--- src/rtl/video_ram_responder.sv ---
// Memory-side responder: shares one single-port byte RAM between per-pixel video reads
// and CPU accesses using a 4-phase slot scheme locked to ce_pix.
module video_ram_responder #(
   parameter int ADDR_W = 17,
   parameter int DATA_W = 8
) (
   input  logic              clk_sys,
   input  logic              reset,
   input  logic              ce_pix,
   input  logic [ADDR_W-1:0] vid_addr,
   output logic [DATA_W-1:0] vid_dout,
   input  logic              cpu_req,
   input  logic              cpu_we,
   input  logic [ADDR_W-1:0] cpu_addr,
   input  logic [DATA_W-1:0] cpu_wdata,
   output logic [DATA_W-1:0] cpu_rdata,
   output logic              cpu_ack,
   output logic [ADDR_W-1:0] mem_addr,
   output logic              mem_rd,
   output logic              mem_we,
   output logic [DATA_W-1:0] mem_wdata,
   input  logic [DATA_W-1:0] mem_rdata
);

   localparam logic [1:0] PH_VID_ISSUE = 2'd0;
   localparam logic [1:0] PH_CPU_ISSUE = 2'd2;

   logic [1:0] ph;
   logic       vid_rvalid_d;  // video RAM op in progress this cycle
   logic       vid_cap_d;     // mem_rdata holds video data this cycle
   logic       cpu_op_d;      // CPU RAM op in progress this cycle
   logic       cpu_cap_d;     // mem_rdata holds CPU data this cycle
   logic       cpu_is_rd;
   logic       cpu_busy;
   logic       vid_slot;
   logic       cpu_slot;

   // CPU handshake: cpu_req is a level held with stable cpu_we/addr/wdata until cpu_ack;
   // cpu_ack is a single-cycle pulse. A request still high at a later ph 2 edge is new.
   assign vid_slot = (ph == PH_VID_ISSUE);
   assign cpu_slot = (ph == PH_CPU_ISSUE) && cpu_req && !cpu_busy && !vid_slot;

   always_ff @(posedge clk_sys or posedge reset) begin
      if (reset) begin
         ph           <= 2'd0;
         vid_dout     <= '0;
         cpu_rdata    <= '0;
         cpu_ack      <= 1'b0;
         mem_addr     <= '0;
         mem_rd       <= 1'b0;
         mem_we       <= 1'b0;
         mem_wdata    <= '0;
         vid_rvalid_d <= 1'b0;
         vid_cap_d    <= 1'b0;
         cpu_op_d     <= 1'b0;
         cpu_cap_d    <= 1'b0;
         cpu_is_rd    <= 1'b0;
         cpu_busy     <= 1'b0;
      end else begin
         ph           <= ce_pix ? 2'd0 : ph + 2'd1;
         mem_rd       <= 1'b0;
         mem_we       <= 1'b0;
         vid_rvalid_d <= 1'b0;
         cpu_op_d     <= 1'b0;

         if (vid_slot) begin
            mem_addr     <= vid_addr;
            mem_rd       <= 1'b1;
            vid_rvalid_d <= 1'b1;
         end else if (cpu_slot) begin
            mem_addr  <= cpu_addr;
            mem_we    <= cpu_we;
            mem_rd    <= ~cpu_we;
            mem_wdata <= cpu_wdata;
            cpu_op_d  <= 1'b1;
            cpu_is_rd <= ~cpu_we;
            cpu_busy  <= 1'b1;
         end

         // Delay flags rather than ph decode, so a resync neither drops nor repeats a capture.
         vid_cap_d <= vid_rvalid_d;
         cpu_cap_d <= cpu_op_d;
         if (vid_cap_d)
            vid_dout <= mem_rdata;
         if (cpu_cap_d && cpu_is_rd)
            cpu_rdata <= mem_rdata;
         cpu_ack <= cpu_cap_d;
         if (cpu_cap_d)
            cpu_busy <= 1'b0;
      end
   end

endmodule

--- config.mk ---
export PLATFORM = sky130hd
export DESIGN_NAME = video_ram_responder
export DESIGN_NICKNAME = d
export VERILOG_FILES = /design/src/rtl/video_ram_responder.sv
export SDC_FILE = /design/constraint.sdc
export NUM_CORES = 1
export LEC_CHECK = 0
export CORE_MARGIN = 10
export CORE_UTILIZATION = 48
export CTS_BUF_LIST = sky130_fd_sc_hd__clkbuf_2 sky130_fd_sc_hd__clkbuf_4 sky130_fd_sc_hd__clkbuf_8
export DETAILED_ROUTE_END_ITERATION = 12
export DONT_BUFFER_PORTS = 1
export PLACE_DENSITY_LB_ADDON = 0.2
export SLEW_MARGIN = 20
export SYNTH_ARGS = -nofsm -noshare
export SYNTH_HDL_FRONTEND = slang
export SYNTH_SLANG_ARGS = --single-unit
--- constraint.sdc ---
create_clock -name clk_sys -period 2.38 [get_ports clk_sys]
set_input_delay 0.714 -clock clk_sys [delete_from_list [all_inputs] [get_ports clk_sys]]
set_output_delay 0.714 -clock clk_sys [all_outputs]
set_load 0.02 [all_outputs]
==> results of run 1 <==
power by group through the flow:
stage / Clock (mW) / Sequential, mW / Combinational (mW)
after floorplan: 0 / 1.49 / 0.326
after global placement: 0 / 1.56 / 0.342
after detailed placement: 0 / 1.57 / 0.364
after CTS: 0.544 / 1.55 / 0.365
after global routing: 0.571 / 1.58 / 0.405
final: 0.518 / 1.54 / 0.357
cell type report:
class | instances | area [um2]
Fill cell | 370 | 2060
Sequential cell | 52 | 1300
Multi-Input combinational cell | 106 | 736
Clock buffer | 7 | 96.3
Tap cell | 52 | 65.1
Timing Repair Buffer | 2 | 27.5
Inverter | 3 | 11.3
routing by layer:
metal | track usage | vias to the layer above | wire length [um]
met3 | 0.0657 | 11 | 533
met1 | 0.121 | 599 | 1690
met2 | 0.206 | 63 | 2390
met5 | 0 | - | 0
met4 | 0.0427 | 0 | 96
li1 | - | 565 | -
cells in the final DEF, fill, tap and decap left out, drive strengths merged, types with 2 or more instances in the layout:
cell type,instances
ha,2
buf,2
dfrtp,52
inv,3
nor2,5
nor2b,18
nand2,18
clkbuf,7
mux2,24
a21oi,34
through the flow:
step	cells	setup WS, ns	power [mW]
floorplan	170	0.408	1.82
global placement	215	0.757	1.91
detailed placement	215	0.674	1.93
CTS	222	0.730	2.46
global route	222	0.548	2.55
finish	222	0.716	2.42
cell families (layout without fill, tap and decap cells):
| kind of cell | count (synthesis) | after routing | share of synthesized area |
|---|---|---|---|
| AOI/OAI and AO/OA | 35 | 35 | 0.0841 |
| buffers and inverters | 12 | 12 | 0.0355 |
| muxes | 24 | 24 | 0.139 |
| DFF | 52 | 52 | 0.616 |
| adders and majority gates | 2 | 2 | 0.0118 |
| and+or+nand+nor | 45 | 45 | 0.114 |
final timing paths:
kind / slack, ns / to / startpoint
hold reg to reg: 0.36 / cpu_cap_d$_DFF_PP0_ / cpu_op_d$_DFF_PP0_
min in group clk_sys: 0.36 / cpu_cap_d$_DFF_PP0_ / cpu_op_d$_DFF_PP0_
setup / recovery: 0.72 / mem_addr[5]$_DFFE_PP0P_ / ph[0]$_DFF_PP0_
hold / removal: 0.34 / vid_rvalid_d$_DFF_PP0_ / reset
setup reg to reg: 0.72 / mem_addr[5]$_DFFE_PP0P_ / ph[0]$_DFF_PP0_
max in group asynchronous: 1.82 / mem_addr[12]$_DFFE_PP0P_ / reset
Yosys cell counts:
cell / n
mux2_1: 2
inv_1: 3
nor2b_1: 18
nand3b_1: 1
o21bai_1: 1
ha_1: 2
buf_4: 1
nand2_1: 18
clkbuf_1: 4
buf_2: 2
mux2_4: 6
and4bb_4: 1
buf_12: 1
dfrtp_1: 52
mux2_2: 16
nor2_1: 5
and2_4: 1
buf_6: 1
a21oi_1: 34
and3b_1: 1
worst max-delay path, delay by kind of cell, from the launching register on:
| family | cells | cell delay (ns) |
|---|---|---|
| simple gates | 2 | 0.80 |
| compound gates | 1 | 0.10 |
| buf+inv | 1 | 0.08 |
| flops | 1 | 0.39 |
| fa+ha+maj | 1 | 0.18 |
registers in the layout, indices dropped and copies added (netlist names):
signal	flops
cpu_cap_d	1
cpu_busy	1
cpu_ack	1
mem_addr	17
mem_we	1
ph	2
cpu_is_rd	1
vid_rvalid_d	1
cpu_rdata	8
mem_wdata	8
vid_cap_d	1
vid_dout	8
mem_rd	1
cpu_op_d	1
==> flow_metrics.env, run 1 <==
export IMPL_drv_slew=0
export IMPL_p_sw_frac=0.345
export IMPL_run_status="finished, final reports clean"
export IMPL_rsz0062_at_grt="false"
export IMPL_path_cells="inv_1, ha_1, nand3b_1, nand2_1, a21oi_1"
export IMPL_slew_limit_headroom=0.488
export IMPL_antenna_found_initial=0
export IMPL_num_vias=1238
export IMPL_synth_area_leader_cell="dfrtp_1"
export IMPL_setup_violations=0
export IMPL_p_leak_nw=1.02
export IMPL_h_tree_depth=2
export IMPL_synth_nets=227
export IMPL_dpl_instance_area_um2=2140
export IMPL_syn_area_um2=2110
export IMPL_syn_to_final_growth_pct=5.92
export IMPL_grt_pass1_vias=1405
export IMPL_power_density_nw_per_um2=1080
export IMPL_numCtsBuffers=5
export IMPL_drv_cap=0
export IMPL_firstDrtPassIters=4
export IMPL_dr_first_iter_drc_count=31
export IMPL_p_sw_uw=834
export IMPL_finalCritPeriodShare=0.699
export IMPL_critPathKind="reg -> reg"
export IMPL_grt_pass1_wl_um=7190
export IMPL_synth_avg_cell_area_um2=12.4
export IMPL_arrival_ns=1.85
export IMPL_path_clk_slew_ns=0.09
export IMPL_die_w_um=86.3
export IMPL_layout_min_cycle_time_ns=1.66
export IMPL_hpwl_um=3560
export IMPL_drcViolationCount=0
export IMPL_r2r_cells=5
export IMPL_grt_usage=0.121
export IMPL_end_kind="flop"
export IMPL_io_buffers=0
export IMPL_grt_start_max_net_pins=53
export IMPL_max_freq_ghz=0.601
export IMPL_cp_required_ns=2.56
export IMPL_num_rows=24
export IMPL_synth_top_cell_area_share=0.616
export IMPL_die_h_um=86.3
export IMPL_cpMaxStageDelayCell="nand3b_1"
export IMPL_hold_class="in -> async"
export IMPL_post_cts_resized=0
export IMPL_nets=227
export IMPL_fin_area_um2=2240
export IMPL_cts_tree="built"
export IMPL_wl_per_cell_um=21.2
export IMPL_synth_distinct_cells=20
export IMPL_die_area_um2=7450
export IMPL_pwr_share_clk=0.214
export IMPL_antenna_cells=0
export IMPL_critPathLaunchType="flop"
export IMPL_fin_util=0.521
export IMPL_worstSkewPairLatency_ns=0.30
export IMPL_synthCells=170
export IMPL_drt_total_wl_um=4710
export IMPL_coreArea_um2=4290
export IMPL_clock_skew_ns=0.00752
export IMPL_cts_sinks=52
export IMPL_critPathMaxStageDelay_ns=0.54
export IMPL_root_buffer="clkbuf_8"
export IMPL_overflow=0
export IMPL_pwr_share_comb=0.148
export IMPL_vias_per_cell=5.58
export IMPL_ctsHoldBuffers=0
export IMPL_critPathMaxFanout=18
export IMPL_clockBufferDepth=2
export IMPL_fin_setup_tns_ns=0
export IMPL_hold_viol_final=0
export IMPL_internal_power_mw=1.58
export IMPL_start_util=0.492
export IMPL_synth_seq_cells=52
export IMPL_ioPinCount=99
export IMPL_gp_congestion=0.725
export IMPL_p_seq_frac=0.638
export IMPL_drive_gt1_frac=0.200
export IMPL_ant_nets=0
export IMPL_yosysWarnings=0
export IMPL_whs_ns=0.341
export IMPL_worst_ir_drop_vdd_uv=410
export IMPL_yosysSeqAreaShare=0.616
export IMPL_cts_setup_buffers=0
export IMPL_tightestPinTransition_ns=0.766
export IMPL_synth_area_leaders="dfrtp_1, mux2_2, a21oi_1, nor2b_1, mux2_4"
Power figures use the tool's default switching activity.
==> run 2: changes to the inputs <==
==> constraint.sdc (replaced) <==
create_clock -name clk_sys -period 1.4 [get_ports clk_sys]
set_input_delay 0.42 -clock clk_sys [delete_from_list [all_inputs] [get_ports clk_sys]]
set_output_delay 0.42 -clock clk_sys [all_outputs]
set_load 0.02 [all_outputs]
==> run 2 against run 1 <==
  * Non-clock buffer count increased by 6
  * Count of clock-buffer cells in the layout up 1
  * Sequential power is 71% higher
  * Register-to-register slack worse by 0.73 ns
  * Cell count grew 3.6%
  * Power grew 75%
  * Routed wire length increased by 4.4%
  * The run now ends with negative setup slack left
==> flow_metrics.env, run 2 (synthesis gave the netlist of run 1 again) <==
export IMPL_run_status="complete, but fails checks"
export IMPL_violations="negative setup slack"
export IMPL_wl_met2_um=2550
export IMPL_h_tree_depth=2
export IMPL_ant_nets=0
export IMPL_p_seq_frac=0.621
export IMPL_place_ws_ns=-0.213
export IMPL_cts_tree="built"
export IMPL_largest_reg_flops=17
export IMPL_die_h_um=86.3
export IMPL_syn_to_final_growth_pct=13.0
export IMPL_ctsHoldBuffers=0
export IMPL_die_w_um=86.3
export IMPL_numCtsBuffers=5
export IMPL_cp_top_family="flip-flops"
export IMPL_io_buffers=0
export IMPL_grt_pass1_wl_um=7620
export IMPL_coreArea_um2=4290
export IMPL_path_cells="buf_4, ha_4, and3b_2, buf_12, a21oi_1, a21oi_1"
export IMPL_gp_congestion=0.730
export IMPL_top_layer="met4"
export IMPL_overflow=0
export IMPL_slew_limit_headroom=0.720
export IMPL_worstSkewPairLatency_ns=0.30
export IMPL_start_util=0.492
export IMPL_internal_power_mw=2.76
export IMPL_end_kind="flop"
export IMPL_drv_slew=0
export IMPL_critPathLaunchType="flop"
export IMPL_critPathMaxFanout=17
export IMPL_finalCritPeriodShare=1.01
export IMPL_cts_sinks=52
export IMPL_clock_skew_ns=0.00760
export IMPL_p_sw_frac=0.348
export IMPL_drv_cap=0
export IMPL_dpl_instance_area_um2=2160
export IMPL_die_area_um2=7450
export IMPL_hold_class="in -> async"
export IMPL_clockBufferDepth=2
export IMPL_p_sw_mw=1.47
export IMPL_arrival_ns=1.60
export IMPL_layout_min_cycle_time_ns=1.41
export IMPL_met3_length_um=629
export IMPL_regArea_um2=1300
export IMPL_drt_total_wl_um=4920
export IMPL_p_leak_nw=1.06
export IMPL_whs_ns=0.0212
export IMPL_worst_slack_ns=-0.0132
export IMPL_root_buffer="clkbuf_8"
export IMPL_grt_usage=0.130
export IMPL_antenna_found_initial=0
export IMPL_rsz0062_at_grt="true"
export IMPL_num_rows=24
export IMPL_final_cell_mix="dfrtp_1, a21oi_1, nand2_1, nor2b_1, mux2_2"
export IMPL_setup_violations=5
export IMPL_grt_start_max_net_pins=37
export IMPL_num_vias=1277
export IMPL_cpMaxStageDelayCell="dfrtp_1"
export IMPL_nets=234
export IMPL_fin_util=0.556
export IMPL_hpwl_um=3690
export IMPL_dp_cells=219
export IMPL_fin_setup_tns_ns=-0.0451
export IMPL_dr_first_iter_drc_count=48
export IMPL_ioPinCount=99
export IMPL_vias_per_cell=5.55
export IMPL_critical_path_most_common_cell="a21oi_1"
export IMPL_pwr_share_clk=0.212
export IMPL_power_total_mw=4.23
export IMPL_path_clk_slew_ns=0.09
export IMPL_tightestPinTransition_ns=0.420
export IMPL_final_cell_count_no_fill=230
export IMPL_drcViolationCount=0
export IMPL_firstDrtPassIters=4
export IMPL_power_density_nw_per_um2=1770
export IMPL_cp_required_ns=1.59
export IMPL_num_fill_cells=361
export IMPL_drive_gt1_frac=0.337
export IMPL_rrSetupSlack_ns=-0.01
export IMPL_final_common_cell="dfrtp_1"
export IMPL_wl_per_cell_um=21.4
export IMPL_grt_pass1_vias=1408
export IMPL_critPathKind="reg -> reg"
export IMPL_multi_input_area_um2=831
export IMPL_critPathMaxStageDelay_ns=0.39
export IMPL_critPathBufInv=2
export IMPL_wl_met1_um=1680
export IMPL_antenna_cells=0
export IMPL_pwr_share_comb=0.167
export IMPL_worst_ir_drop_vdd_uv=734
export IMPL_regMostFlops="mem_addr"
export IMPL_fin_area_um2=2390
export IMPL_max_freq_ghz=0.708
export IMPL_hold_viol_final=0
## run 2: cell count changes in the layout (fill, tap and decap cells not counted), moves of 2 or more
cell / before / now
mux2_4: 6 / 8
mux2_1: 2 / 0
a21oi_2: 0 / 12
buf_4: 1 / 6
ha_1: 2 / 0
a21oi_1: 34 / 22
clkbuf_4: 0 / 2
ha_4: 0 / 2
## run 2: final timing paths
| kind | from | endpoint | cells past startpoint |
|---|---|---|---|
| min in group clk_sys | ce_pix | ph[0]$_DFF_PP0_ | 1 |
| hold / removal | reset | mem_addr[13]$_DFFE_PP0P_ | 2 |
| setup reg to reg | ph[1]$_DFF_PP0_ | mem_addr[5]$_DFFE_PP0P_ | 6 |
| max in group asynchronous | reset | vid_cap_d$_DFF_PP0_ | 2 |
| setup / recovery | ph[1]$_DFF_PP0_ | mem_addr[5]$_DFFE_PP0P_ | 6 |
| hold reg to reg | vid_rvalid_d$_DFF_PP0_ | vid_cap_d$_DFF_PP0_ | 0 |
## run 2: what timing repair did
action / 4_1_cts / 5_1_grt
cloned: 1 / 0
setup buffers: 2 / 0
setup endpoints to repair: 26 / 26
pin swaps: 3 / 1
gates resized for setup: 7 / 14
## run 2: power by group through the flow
stage | Combinational [mW] | Sequential [mW] | Clock (mW)
after detailed placement | 0.628 | 2.67 | 0
after global placement | 0.585 | 2.66 | 0
final | 0.709 | 2.63 | 0.896
after floorplan | 0.557 | 2.54 | 0
after CTS | 0.679 | 2.65 | 0.921
after global routing | 0.800 | 2.68 | 0.998
## run 2: final cells by class
cell class | instances | share of cell area
clock buffer | 8 | 0.0409
multi-input combinational | 107 | 0.348
timing repair buffer | 8 | 0.0320
sequential | 52 | 0.545
tap | 52 | 0.0273
inverter | 3 | 0.00629
## run 2: worst reg2reg max path: stages (launching register included)
cell	delay, ns
dfrtp_1	0.39
buf_4	0.14
ha_4	0.16
and3b_2	0.21
buf_12	0.16
a21oi_1	0.15
a21oi_1	0.09
## run 2: layer usage
| metal | track usage | up-vias |
|---|---|---|
| met5 | 0 | - |
| li1 | - | 579 |
| met2 | 0.205 | 60 |
| met4 | 0.0457 | 0 |
| met3 | 0.0854 | 8 |
| met1 | 0.135 | 630 |
==> run 3: changes to the inputs <==
--- a/config.mk
+++ b/config.mk
@@ -10,7 +10,8 @@
 export CTS_BUF_LIST = sky130_fd_sc_hd__clkbuf_2 sky130_fd_sc_hd__clkbuf_4 sky130_fd_sc_hd__clkbuf_8
 export DETAILED_ROUTE_END_ITERATION = 12
 export DONT_BUFFER_PORTS = 1
-export PLACE_DENSITY_LB_ADDON = 0.2
+export PLACE_DENSITY = 0.69
+export REMOVE_ABC_BUFFERS = 1
 export SLEW_MARGIN = 20
 export SYNTH_ARGS = -nofsm -noshare
 export SYNTH_HDL_FRONTEND = slang
==> constraint.sdc (replaced) <==
create_clock -name clk_sys -period 1.2 [get_ports clk_sys]
set_input_delay 0.36 -clock clk_sys [delete_from_list [all_inputs] [get_ports clk_sys]]
set_output_delay 0.36 -clock clk_sys [all_outputs]
set_load 0.02 [all_outputs]
==> run 3 against run 2 <==
  * The flow still finishes with violations (negative setup slack)
  * Sequential share of layout area shrank 1.3 points
  * Sequential power is 17% higher
  * Clock skew down 0.0018 ns
  * Hold slack better by 0.084 ns
  * Via count rose by 2.4%
  * Routed wire length is 0.94% lower
  * First-iteration DRC count decreased by 4.2%
  * Largest power group unchanged
  * Highest routed layer unchanged
==> flow_metrics.env, run 3 (synthesis gave the netlist of run 1 again) <==
export IMPL_r2r_cells=4
export IMPL_grt_start_max_net_pins=53
export IMPL_cts_tree="built"
export IMPL_vias_per_cell=5.64
export IMPL_die_w_um=86.3
export IMPL_critPathLaunchType="flop"
export IMPL_die_area_um2=7450
export IMPL_worstSkewPairLatency_ns=0.30
export IMPL_met3_length_um=699
export IMPL_p_leak_nw=1.07
export IMPL_cts_sinks=52
export IMPL_arrival_ns=1.62
export IMPL_tightestPinTransition_ns=0.376
export IMPL_violations="negative setup slack"
export IMPL_power_total_mw=4.99
export IMPL_dr_first_iter_drc_count=46
export IMPL_die_h_um=86.3
export IMPL_num_fill_cells=341
export IMPL_final_common_cell="dfrtp_1"
export IMPL_drv_cap=0
export IMPL_critPathMaxFanout=5
export IMPL_nets=236
export IMPL_largest_reg_flops=17
export IMPL_worst_ir_drop_vdd_uv=765
export IMPL_end_kind="flop"
export IMPL_r2r_start="ph[1]$_DFF_PP0_"
export IMPL_whs_endpoint="ph[0]$_DFF_PP0_"
export IMPL_antenna_cells=0
export IMPL_worst_slack_ns=-0.232
export IMPL_clock_skew_ns=0.00584
export IMPL_clockBufferDepth=2
export IMPL_grt_pass1_vias=1433
export IMPL_num_rows=24
export IMPL_hp_start="ce_pix"
export IMPL_setup_violations=29
export IMPL_coreArea_um2=4290
export IMPL_io_buffers=0
export IMPL_ioPinCount=99
export IMPL_run_status="complete, but fails checks"
export IMPL_max_freq_ghz=0.698
export IMPL_ant_nets=0
export IMPL_path_clk_slew_ns=0.09
export IMPL_fin_util=0.569
export IMPL_drt_total_wl_um=4870
export IMPL_gp_congestion=0.715
export IMPL_slew_limit_headroom=0.749
export IMPL_rrSetupSlack_ns=-0.23
export IMPL_hold_class="in -> reg"
export IMPL_final_cell_mix="dfrtp_1, a21oi_1, nor2b_1"
export IMPL_syn_to_final_growth_pct=15.6
export IMPL_wl_met2_um=2330
export IMPL_wl_met1_um=1730
export IMPL_grt_usage=0.127
export IMPL_hold_viol_final=0
export IMPL_finalCritPeriodShare=1.19
export IMPL_firstDrtPassIters=4
export IMPL_regMostFlops="mem_addr"
export IMPL_cp_required_ns=1.39
export IMPL_wl_per_cell_um=21.0
export IMPL_critPathKind="reg -> reg"
export IMPL_numCtsBuffers=5
export IMPL_rsz0062_at_grt="true"
export IMPL_hpwl_um=3590
export IMPL_drive_gt1_frac=0.361
export IMPL_antenna_found_initial=0
export IMPL_num_vias=1308
export IMPL_top_layer="met4"
export IMPL_grt_pass1_wl_um=7530
export IMPL_overflow=0
export IMPL_h_tree_depth=2
export IMPL_drcViolationCount=0
export IMPL_start_util=0.492
export IMPL_root_buffer="clkbuf_8"
export IMPL_hold_depth=1
export IMPL_power_density_nw_per_um2=2040
export IMPL_drv_slew=0
export IMPL_layout_min_cycle_time_ns=1.43
export IMPL_r2r_end="mem_wdata[1]$_DFFE_PP0P_"
-- run 3: where the power goes --
group          switching (mW)  internal (mW)  leakage (nW)
Combinational           0.345          0.534         0.413
Clock                   0.557          0.467        0.0434
Sequential              0.881           2.20         0.617
-- run 3: how the worst max path moves through the flow --
stage	endpoint	startpoint	slack, ns	cells past startpoint
global placement	mem_wdata[6]$_DFFE_PP0P_	ph[0]$_DFF_PP0_	-0.24	4
floorplan	mem_wdata[6]$_DFFE_PP0P_	ph[0]$_DFF_PP0_	-0.62	4
finish	mem_wdata[1]$_DFFE_PP0P_	ph[1]$_DFF_PP0_	-0.23	4
detailed placement	mem_wdata[7]$_DFFE_PP0P_	ph[0]$_DFF_PP0_	-0.31	4
global route	mem_wdata[2]$_DFFE_PP0P_	ph[1]$_DFF_PP0_	-0.27	4
CTS	mem_wdata[1]$_DFFE_PP0P_	ph[0]$_DFF_PP0_	-0.23	4
-- run 3: area by class of cell --
cell class	count	area (um2)	share of cell area
clock inverter	2	15.0	0.00615
sequential	52	1300	0.533
inverter	3	11.3	0.00461
timing repair buffer	10	123	0.0502
multi-input combinational	107	845	0.346
tap	52	65.1	0.0266
clock buffer	6	82.6	0.0338
-- run 3: layer usage --
layer,track usage,vias to the layer above
met5,0,-
met4,0.0442,0
met3,0.0807,9
met2,0.201,76
met1,0.136,634
li1,-,589
-- run 3: worst max-delay path: stages, from the launching register on --
cell	delay [ns]
dfrtp_1	0.38
inv_1	0.08
ha_4	0.17
and4bb_4	0.38
mux2_4	0.32
-- run 3: what timing repair did --
item / CTS / global route
endpoints found under the hold margin: 52 / 0
pin swaps: 4 / 1
hold buffers: 1 / 0
gates resized for setup: 19 / 8
setup endpoints to repair: 29 / 38
buffers inserted: 1 / 0
cloned: 1 / 0
-- run 3: per-stage QoR --
step	setup WS, ns	std cells	area (um2)	hold slack, ns	TNS [ns]
global placement	-0.241	221	2210	0.305	-3.53
CTS	-0.230	232	2410	0.0942	-5.26
floorplan	-0.618	161	2050	0.331	-31.85
finish	-0.232	232	2440	0.106	-5.60
detailed placement	-0.308	221	2210	0.314	-5.37
global route	-0.270	232	2440	0.0884	-7.13
